`src/rtl/fft_seq_ctrl_pkg.sv`:
```
// Shared FFT definitions: controller state encoding, the valid/sop tag carried
// alongside the datapath, and log helpers used to size index and counter fields.
package fft_seq_ctrl_pkg;

  typedef enum logic [1:0] {
    WARMUP   = 2'd0,
    WAIT_SOP = 2'd1,
    RUN      = 2'd2,
    FLUSH    = 2'd3
  } state_t;

  typedef struct packed {
    logic sop;
    logic valid;
  } tag_t;

  // Never returns 0 so that a degenerate size still yields a legal 1-bit field.
  function automatic int clog2(input int n);
    int r;
    longint v;
    r = 0;
    v = 1;
    while (v < longint'(n)) begin
      v = v << 1;
      r++;
    end
    return (r < 1) ? 1 : r;
  endfunction

  function automatic int clog4(input int n);
    int r;
    longint v;
    r = 0;
    v = 1;
    while (v < longint'(n)) begin
      v = v << 2;
      r++;
    end
    return r;
  endfunction

endpackage

```
`src/rtl/fft_seq_ctrl_if.sv`:
```
// Sample stream handshake into the FFT controller and the realigned output
// qualifiers coming back out of it.
interface fft_seq_ctrl_if;
  logic din_valid;
  logic din_sop;
  logic din_ready;
  logic dout_valid;
  logic dout_sop;

  modport master (
    output din_valid,
    output din_sop,
    input  din_ready,
    input  dout_valid,
    input  dout_sop
  );

  modport slave (
    input  din_valid,
    input  din_sop,
    output din_ready,
    output dout_valid,
    output dout_sop
  );
endinterface

```
`src/rtl/fft_seq_ctrl_tag_dly.sv`:
```
// Enable-gated delay line that carries per-sample tags in lockstep with the
// datapath, advancing only on cycles where the datapath itself advances.
module fft_tag_dly #(
  parameter int DEPTH = 20,
  parameter int WIDTH = 2
) (
  input  logic             sys_clk,
  input  logic             sys_nrst,
  input  logic             en,
  input  logic [WIDTH-1:0] din,
  output logic [WIDTH-1:0] dout
);
  logic [WIDTH-1:0] sr [DEPTH];

  // NOTE: every stage is reset, unlike a data RAM, because a stale tag after
  // reset would raise a spurious output valid; registers use <= so all stages
  // shift from the same pre-edge snapshot.
  always_ff @(posedge sys_clk or negedge sys_nrst) begin
    if (!sys_nrst) begin
      for (int i = 0; i < DEPTH; i++) sr[i] <= '0;
    end else if (en) begin
      sr[0] <= din;
      for (int i = 1; i < DEPTH; i++) sr[i] <= sr[i-1];
    end
  end

  assign dout = sr[DEPTH-1];
endmodule

```
`src/rtl/fft_seq_ctrl.sv`:
```
// Sequencing controller for a streaming FFT: gates the global datapath enable,
// indexes accepted samples and realigns valid/sop with the datapath output.
module fft_seq_ctrl
  import fft_seq_ctrl_pkg::*;
#(
  parameter int  FFT_LENGTH = 16,
  parameter int  PIPE_LAT   = 20,
  localparam int IDX_W      = clog2(FFT_LENGTH)
) (
  input  logic             sys_clk,
  input  logic             sys_nrst,
  fft_seq_ctrl_if.slave    strm,
  input  logic             flush,
  input  logic             tw_rdy,
  output logic             dp_en,
  output logic [IDX_W-1:0] sample_idx,
  output logic             sop_err,
  output logic             busy
);
  localparam int               CNT_W      = clog2(PIPE_LAT);
  localparam logic [IDX_W-1:0] LAST_IDX   = IDX_W'(FFT_LENGTH - 1);
  localparam logic [CNT_W-1:0] FLUSH_LOAD = CNT_W'(PIPE_LAT - 1);

  state_t           state;
  logic [CNT_W-1:0] flush_cnt;
  logic [IDX_W-1:0] next_idx;
  logic             ready;
  logic             accept;
  logic             idx_zero;
  logic             out_valid;
  logic             out_sop;
  tag_t             tag_in;
  tag_t             tag_out;

  assign idx_zero = (sample_idx == '0);
  assign next_idx = (sample_idx == LAST_IDX) ? '0 : sample_idx + 1'b1;
  assign accept   = strm.din_valid & ready;

  // NOTE: every output gets a default before the case so no path leaves one
  // unassigned, which would otherwise infer a latch.
  always_comb begin
    ready   = 1'b0;
    dp_en   = 1'b0;
    sop_err = 1'b0;
    case (state)
      WARMUP: dp_en = 1'b1;
      WAIT_SOP: begin
        ready = 1'b1;
        dp_en = strm.din_valid & strm.din_sop;
      end
      RUN: begin
        ready   = !(flush && idx_zero);
        dp_en   = strm.din_valid & ready;
        sop_err = dp_en & (strm.din_sop ^ idx_zero);
      end
      FLUSH: dp_en = 1'b1;
      default: ;
    endcase
  end

  // A sample is bin 0 whenever it is treated as index 0, sop or not; samples
  // accepted in WAIT_SOP without sop never shift in because dp_en stays low.
  assign tag_in.valid = accept;
  assign tag_in.sop   = accept & (strm.din_sop | idx_zero);

  fft_tag_dly #(
    .DEPTH (PIPE_LAT),
    .WIDTH ($bits(tag_t))
  ) u_tag_dly (
    .sys_clk  (sys_clk),
    .sys_nrst (sys_nrst),
    .en       (dp_en),
    .din      (tag_in),
    .dout     (tag_out)
  );

  always_ff @(posedge sys_clk or negedge sys_nrst) begin
    if (!sys_nrst) begin
      state      <= WARMUP;
      sample_idx <= '0;
      flush_cnt  <= '0;
      out_valid  <= 1'b0;
      out_sop    <= 1'b0;
    end else begin
      out_valid <= dp_en & tag_out.valid;
      out_sop   <= dp_en & tag_out.sop;
      case (state)
        WARMUP: if (tw_rdy) state <= WAIT_SOP;
        WAIT_SOP: begin
          if (accept && strm.din_sop) begin
            state      <= RUN;
            sample_idx <= IDX_W'(1);
          end else if (flush) begin
            state     <= FLUSH;
            flush_cnt <= FLUSH_LOAD;
          end
        end
        RUN: begin
          if (accept) begin
            sample_idx <= strm.din_sop ? IDX_W'(1) : next_idx;
          end else if (flush && idx_zero) begin
            state     <= FLUSH;
            flush_cnt <= FLUSH_LOAD;
          end
        end
        FLUSH: begin
          if (flush_cnt == '0) state <= WAIT_SOP;
          else flush_cnt <= flush_cnt - 1'b1;
        end
        default: state <= WARMUP;
      endcase
    end
  end

  assign strm.din_ready  = ready;
  assign strm.dout_valid = out_valid;
  assign strm.dout_sop   = out_sop;
  assign busy            = (state != WAIT_SOP);
endmodule

```
`src/flat_wrapper.sv`:
```
// flat-port wrapper written by rule: the top's interface ports become plain ports
module fft_seq_ctrl_flat import fft_seq_ctrl_pkg::*;
#(
  parameter int  FFT_LENGTH = 16,
  parameter int  PIPE_LAT   = 20,
  localparam int IDX_W      = clog2(FFT_LENGTH)
)
  (sys_clk, sys_nrst, flush, tw_rdy, dp_en, sample_idx, sop_err, busy, strm_din_valid, strm_din_sop, strm_din_ready, strm_dout_valid, strm_dout_sop);
  fft_seq_ctrl_if strm_i ();
  input  logic sys_clk;
  input  logic sys_nrst;
  input  logic flush;
  input  logic tw_rdy;
  output logic dp_en;
  output logic [IDX_W-1:0] sample_idx;
  output logic sop_err;
  output logic busy;
  input wire logic [$bits(strm_i.din_valid)-1:0] strm_din_valid;
  input wire logic [$bits(strm_i.din_sop)-1:0] strm_din_sop;
  output wire logic [$bits(strm_i.din_ready)-1:0] strm_din_ready;
  output wire logic [$bits(strm_i.dout_valid)-1:0] strm_dout_valid;
  output wire logic [$bits(strm_i.dout_sop)-1:0] strm_dout_sop;
  assign strm_i.din_valid = strm_din_valid;
  assign strm_i.din_sop = strm_din_sop;
  assign strm_din_ready = strm_i.din_ready;
  assign strm_dout_valid = strm_i.dout_valid;
  assign strm_dout_sop = strm_i.dout_sop;
  fft_seq_ctrl #(.FFT_LENGTH(FFT_LENGTH), .PIPE_LAT(PIPE_LAT)) u_core (.sys_clk(sys_clk), .sys_nrst(sys_nrst), .strm(strm_i), .flush(flush), .tw_rdy(tw_rdy), .dp_en(dp_en), .sample_idx(sample_idx), .sop_err(sop_err), .busy(busy));
endmodule
```
`config.mk`:
```
export PLATFORM = sky130hd
export DESIGN_NAME = fft_seq_ctrl_flat
export DESIGN_NICKNAME = d
export VERILOG_FILES = /design/src/rtl/fft_seq_ctrl_pkg.sv /design/src/rtl/fft_seq_ctrl_if.sv /design/src/rtl/fft_seq_ctrl_tag_dly.sv /design/src/rtl/fft_seq_ctrl.sv /design/src/flat_wrapper.sv
export SDC_FILE = /design/constraint.sdc
export NUM_CORES = 1
export LEC_CHECK = 0
export CAP_MARGIN = 10
export CORE_MARGIN = 1.5
export CORE_UTILIZATION = 45
export CTS_CLUSTER_DIAMETER = 60
export DETAILED_ROUTE_END_ITERATION = 10
export GPL_TIMING_DRIVEN = 0
export PLACE_DENSITY = 0.66
export SLEW_MARGIN = 5
export SYNTH_ARGS = -nofsm -noshare
export SYNTH_HDL_FRONTEND = slang
export SYNTH_SLANG_ARGS = --single-unit
```
`constraint.sdc`:
```
create_clock -name sys_clk -period 5.3 [get_ports sys_clk]
set_clock_uncertainty 0.1 [all_clocks]
set_input_delay 1.325 -clock sys_clk [delete_from_list [all_inputs] [get_ports sys_clk]]
set_output_delay 1.325 -clock sys_clk [all_outputs]
set_load 0.005 [all_outputs]
```
==> flow_metrics.tcl <==
set metrics [dict create \
    status "complete, no violations" \
    clockBufferDepth 2 \
    syn_avg_cell_area_sq_um 13.21 \
    rows 26 \
    total_switching_power_w 0.0005532 \
    finalCritPeriodShare_pct 91.45 \
    crit_arrival_ns 3.42 \
    worst_pin_slew_ns 0.7057 \
    tritoncts "built" \
    coreArea_sq_um 5205 \
    grt_overflow_total 0 \
    ys.flop_type "dfrtp_1" \
    grt_max_degree 38 \
    groute.usage.overall_pct 14.18 \
    dpl_worst_slack_ns 0.4363 \
    netlist_area_sq_um 2470 \
    antenna_found_initial 0 \
    dr.pass1.iters 4 \
    r2r-end "u_core.u_tag_dly.sr[13]" \
    numCtsBuffers 5 \
    nets 226 \
    pwr-share-seq_pct 37.5 \
    p_clk_share_pct 13.2 \
    crit_fanout 10 \
    drt_wl_total_microns 3763 \
    netlist_top_cells_area "dfrtp_1 (54%), mux2_2 (19%), ha_1 (5.1%)" \
    tns_ns 0 \
    worstSetupEndpointType "output port" \
    drive_gt1_share_pct 27.96 \
    fin_ws_ns 0.4533 \
    async_flop_share_pct 100.0 \
    rsz0062_at_grt "no" \
    cts.clk_slew.worst_paths_ns 0.08 \
    p_per_area_nw_per_um2 571.9 \
    place_congestion 0.8773 \
    p_comb_share_pct 49.3 \
    hold_class "reg2reg" \
    die_h_microns 77.09 \
    drc 0 \
    io_buffers 15 \
    ir_drop_mv 0.3397 \
    via_per_inst 5.238 \
    cts_hold_buffers 0 \
    pin_count 16 \
    cp-start-kind "input pin" \
    max-cap-violations 0 \
    synth-seq-cells 53 \
    fin_crit_ns 4.847 \
    slew_headroom_pct 52.36 \
    hold_end "u_core.u_tag_dly.dout[1]" \
    ys_top_cells_by_count "dfrtp_1 (53), mux2_2 (41), inv_1 (12)" \
    min_from "u_core.u_tag_dly.sr[3]" \
    grt_pass1_wl_microns 6720 \
    htree_levels 2 \
    cp.required_ns 3.88 \
    clock.fmax_mhz 206.3 \
    routedWlPerCell_microns 13.39 \
    hold_depth 1 \
    die_area_sq_um 5942 \
    leakage_nw 1.355 \
    r2r_start "u_core.sample_idx[0]" \
    post_cts_buffers 0 \
    intPower_w 0.001052 \
    die_w_microns 77.09 \
    ys_types 34 \
    yosysTopAreaCellShare_pct 53.70 \
    dp_hpwl_microns 2786 \
    syn_nets 203 \
    r2r_setup_slack_ns 2.90 \
    clock_latency_ns 0.29 \
    final-max-slew-violation-count 0 \
    netlist_instances 187 \
    seq_area_frac_synth_pct 53.70 \
    vias 1472 \
    diodes 0 \
    power_w 0.001605 \
    ant_nets 0 \
    reg2regPathDepth 7 \
    final_util_pct 53.92 \
    cts_resized 0 \
    yosysTopAreaCell "dfrtp_1" \
    worst-setup-path-type "in2out" \
    area_delta_synth_final_pct 13.63 \
    hold_viol_final 0 \
    synth.most_common_cell "dfrtp_1" \
    clock_sinks 53 \
    detail_route.iter0.violations 80 \
    switching_share_pct 34.47 \
    synth-edff-count 0 \
    initial_core_util_pct 47.45 \
    grt_pass1_vias 1510 \
    setup_viol 0 \
    cts-root-buf "clkbuf_8" \
    ys_warn_count 0 \
]
[cell families (layout without fill, tap and decap cells)]
| family | after synthesis | in the layout | share of synthesized area, % |
|---|---|---|---|
| adder cells (fa/ha/maj) | 10 | 10 | 5.066 |
| AO/OA/AOI/OAI | 28 | 28 | 8.612 |
| buffers and inverters | 16 | 40 | 3.647 |
| AND/OR/NAND/NOR | 36 | 36 | 8.967 |
| flip-flops | 53 | 53 | 53.70 |
| multiplexers | 44 | 44 | 20.01 |
[layout make-up]
cell class,count,area [sq um]
fill,440,2399
sequential,53,1326
multi-input combinational,118,1054
timing repair buffer,16,165.2
tap,70,87.58
clock buffer,7,76.32
buffer,4,45.04
inverter,12,45.04
clock inverter,1,7.507
[metal layers]
| layer | track usage [%] | vias to the layer above | part of all wire [%] |
|---|---|---|---|
| met2 | 24.16 | 25 | 50 |
| met1 | 17.43 | 734 | 46 |
| met5 | 0 | - | 0 |
| met3 | 2.619 | 2 | 3.5 |
| met4 | 6.545 | 0 | 0.88 |
| li1 | - | 711 | - |
[power groups by stage]
stage | clock network [W] | registers, W | logic [W]
final | 0.000212 | 0.000601 | 0.000791
after global routing | 0.000238 | 0.000622 | 0.000869
after CTS | 0.000222 | 0.000603 | 0.000798
after detailed placement | 0 | 0.000611 | 0.000797
after global placement | 0 | 0.000603 | 0.000761
after floorplan | 0 | 0.000591 | 0.000618
[per-stage QoR]
| stage | instances | hold WS, ns | cell area, sq um |
|---|---|---|---|
| finish | 281 | 0.3858 | 2806 |
| global route | 281 | 0.4027 | 2806 |
| CTS | 281 | 0.3915 | 2806 |
| detailed placement | 273 | 0.3713 | 2723 |
| global placement | 272 | 0.3621 | 2708 |
| floorplan | 187 | 0.3522 | 2470 |
[sequential cells by signal, summed over array words and instances, names as in the netlist]
register,count
u_core.u_tag_dly.sr,38
u_core.u_tag_dly.dout,2
u_core.flush_cnt,5
u_core.strm.dout_sop,1
u_core.state,2
u_core.sample_idx,4
u_core.strm.dout_valid,1
[how the worst max path moves through the flow]
stage,cells past startpoint,to,slack [ns],from
5_1_grt,7,dp_en,0.39,flush
2_1_floorplan,5,dp_en,1.58,flush
4_1_cts,7,dp_en,0.44,flush
3_3_place_gp,7,dp_en,0.44,flush
6_report,7,dp_en,0.45,flush
3_5_place_dp,7,dp_en,0.44,flush
[cells in the final DEF, fill, tap and decap left out, types with 6 or more instances in the layout]
cell and n:
dfrtp_1 53, clkdlybuf4s50_1 14, inv_1 12, mux2_2 41, nor2_1 6, ha_1 10
nor2b_1 6
[critical path: stages]
cell,delay [ns]
clkdlybuf4s50_1,0.55
nand4bb_4,0.15
and2_4,0.20
a221oi_4,0.50
buf_6,0.22
inv_1,0.04
clkdlybuf4s50_1,0.43
No activity file was read; power rests on OpenSTA's default activity.
==> RTL change (same settings) <==
Put a register stage on the output `sop_err`. The value now appears one clock later. The other outputs are not delayed to match.
--- a/src/rtl/fft_seq_ctrl.sv
+++ b/src/rtl/fft_seq_ctrl.sv
@@ -23,2 +23,4 @@
 
+  logic sop_err_d;
+
   state_t           state;
@@ -43,3 +45,3 @@
     dp_en   = 1'b0;
-    sop_err = 1'b0;
+    sop_err_d = 1'b0;
     case (state)
@@ -53,3 +55,3 @@
         dp_en   = strm.din_valid & ready;
-        sop_err = dp_en & (strm.din_sop ^ idx_zero);
+        sop_err_d = dp_en & (strm.din_sop ^ idx_zero);
       end
@@ -118,2 +120,6 @@
   assign busy            = (state != WAIT_SOP);
+  always_ff @(posedge sys_clk) begin
+    sop_err <= sop_err_d;
+  end
+
 endmodule
Function: changed (Yosys sat finds a counterexample within 4 cycles, from zero or initial values and one cycle with sys_nrst low).
==> RTL change against the original RTL <==
  * Setup slack got worse by 0.063 ns
  * Combinational power barely moved
  * Routed wire length rose by 6.9%
  * Power rose by 1.7%
  * Sequential cell count rose by 1
  * Sequential power rose by 2%
  * Cell area rose by 1.2%
  * Area after synthesis rose by 1.1%
  * Largest cell class unchanged
  * Highest routed layer unchanged
==> RTL change: results (changes against the original RTL) <==
* Status: finished clean (unchanged)
* Root Driver: clkbuf_8 (unchanged)
* Worst vdd ir at 0.3433 mV (was 0.3397 mV)
* Storage cell area at 1346 um2 (was 1326 um2)
* Int Pwr at 1.075 mW (was 1.052 mW)
* Synth cell count leaders: 53 x dfrtp_1, 41 x mux2_2, 12 x inv_1, 10 x ha_1, 6 x nor2_1 (was 53 x dfrtp_1, 41 x mux2_2, 12 x inv_1, 10 x ha_1)
* Share of layout cells above drive strength 1 at 28.77% (was 27.96%)
* Synthesized Nets at 204 (was 203)
* Post-Synth Adder-Cell Area at 5.013% (was 5.066%)
* DRT Pass-1 Iters at 5 (was 4)
* Post-synthesis mux area share at 19.80% (was 20.01%)
* Clk pin slew, worst setup/hold paths at 0.08 ns (about the same)
* Register area share after synthesis at 53.93% (was 53.70%)
* R2R setup slack at 2.89 ns (was 2.90 ns)
* DR iter-0 viols at 97 (was 80)
* GRT Util Overall at 14.54% (was 14.18%)
* Multi-input combinational area share at 37.33% (was 37.54%)
* Fraction of the mapped netlist area in compound gates at 8.521% (was 8.612%)
* DR vias at 1518 (was 1472)
* Largest net degree at the start of global routing at 34 (was 38)
* Total Wirelength at 4022 um (was 3763 um)
* Buffering overhead at 7.404% (was 7.490%)
* Final Hold Slack at 0.3946 ns (was 0.3858 ns)
* RD Place Congestion at 0.8816 (was 0.8773)
* Post-synth ARST share at 98.15% (was 100.0%)
* Clk tree area frac at 3.173% (was 2.987%)
* Fillers at 458 (was 440)
* Critical Path AT at 3.48 ns (was 3.42 ns)
* Cell variety after synth at 37 (was 34)
* Lkg Pwr at 1.375 nW (was 1.355 nW)
* Clkbuf count at 8 (was 7)
* Worst-Skew Late Latency at 0.29 ns (about the same)
* Synth top area cells: dfrtp_1 53%, mux2_2 18%, ha_1 5.0% (was dfrtp_1 54%, mux2_2 19%, ha_1 5.1%)
* Global-route wire length before repair at 6941 um (was 6720 um)
RTL change: cells by family after synthesis:
group                      after synthesis
AOI/OAI and AO/OA                       28
adders and majority gates               10
buffers and inverters                   16
DFF                                     54
muxes                                   44
and+or+nand+nor                         36
RTL change: power by group through the flow:
stage | logic (mW) | registers, mW | clock network, mW
finish | 0.792 | 0.614 | 0.227
global route | 0.872 | 0.632 | 0.251
CTS | 0.799 | 0.616 | 0.235
detailed placement | 0.796 | 0.624 | 0
global placement | 0.766 | 0.613 | 0
floorplan | 0.619 | 0.601 | 0
RTL change: per-layer routing:
| metal | GRT usage [%] | vias up | part of all wire [%] |
|---|---|---|---|
| li1 | - | 712 | - |
| met1 | 17.47 | 747 | 45 |
| met2 | 25.18 | 51 | 50 |
| met3 | 4.235 | 8 | 4.5 |
| met4 | 4.364 | 0 | 1.1 |
| met5 | 0 | - | 0 |
RTL change: per-stage QoR:
stage	total power, mW	setup slack [ns]	cells	cell area [um2]
5_1_grt	1.755	0.2863	282	2839
3_5_place_dp	1.420	0.3837	274	2749
2_1_floorplan	1.220	1.573	188	2496
6_report	1.633	0.3902	282	2839
4_1_cts	1.650	0.3873	282	2839
3_3_place_gp	1.378	0.4314	273	2734
RTL change: path summary, 6_finish.rpt:
path | end | cells past startpoint
setup / recovery | dp_en | 7
setup reg to reg | u_core.u_tag_dly.sr[28] | 7
max in group asynchronous | u_core.flush_cnt[0] | 2
hold / removal | u_core.u_tag_dly.sr[31] | 1
hold reg to reg | u_core.u_tag_dly.sr[31] | 1
min in group asynchronous | u_core.u_tag_dly.sr[4] | 1
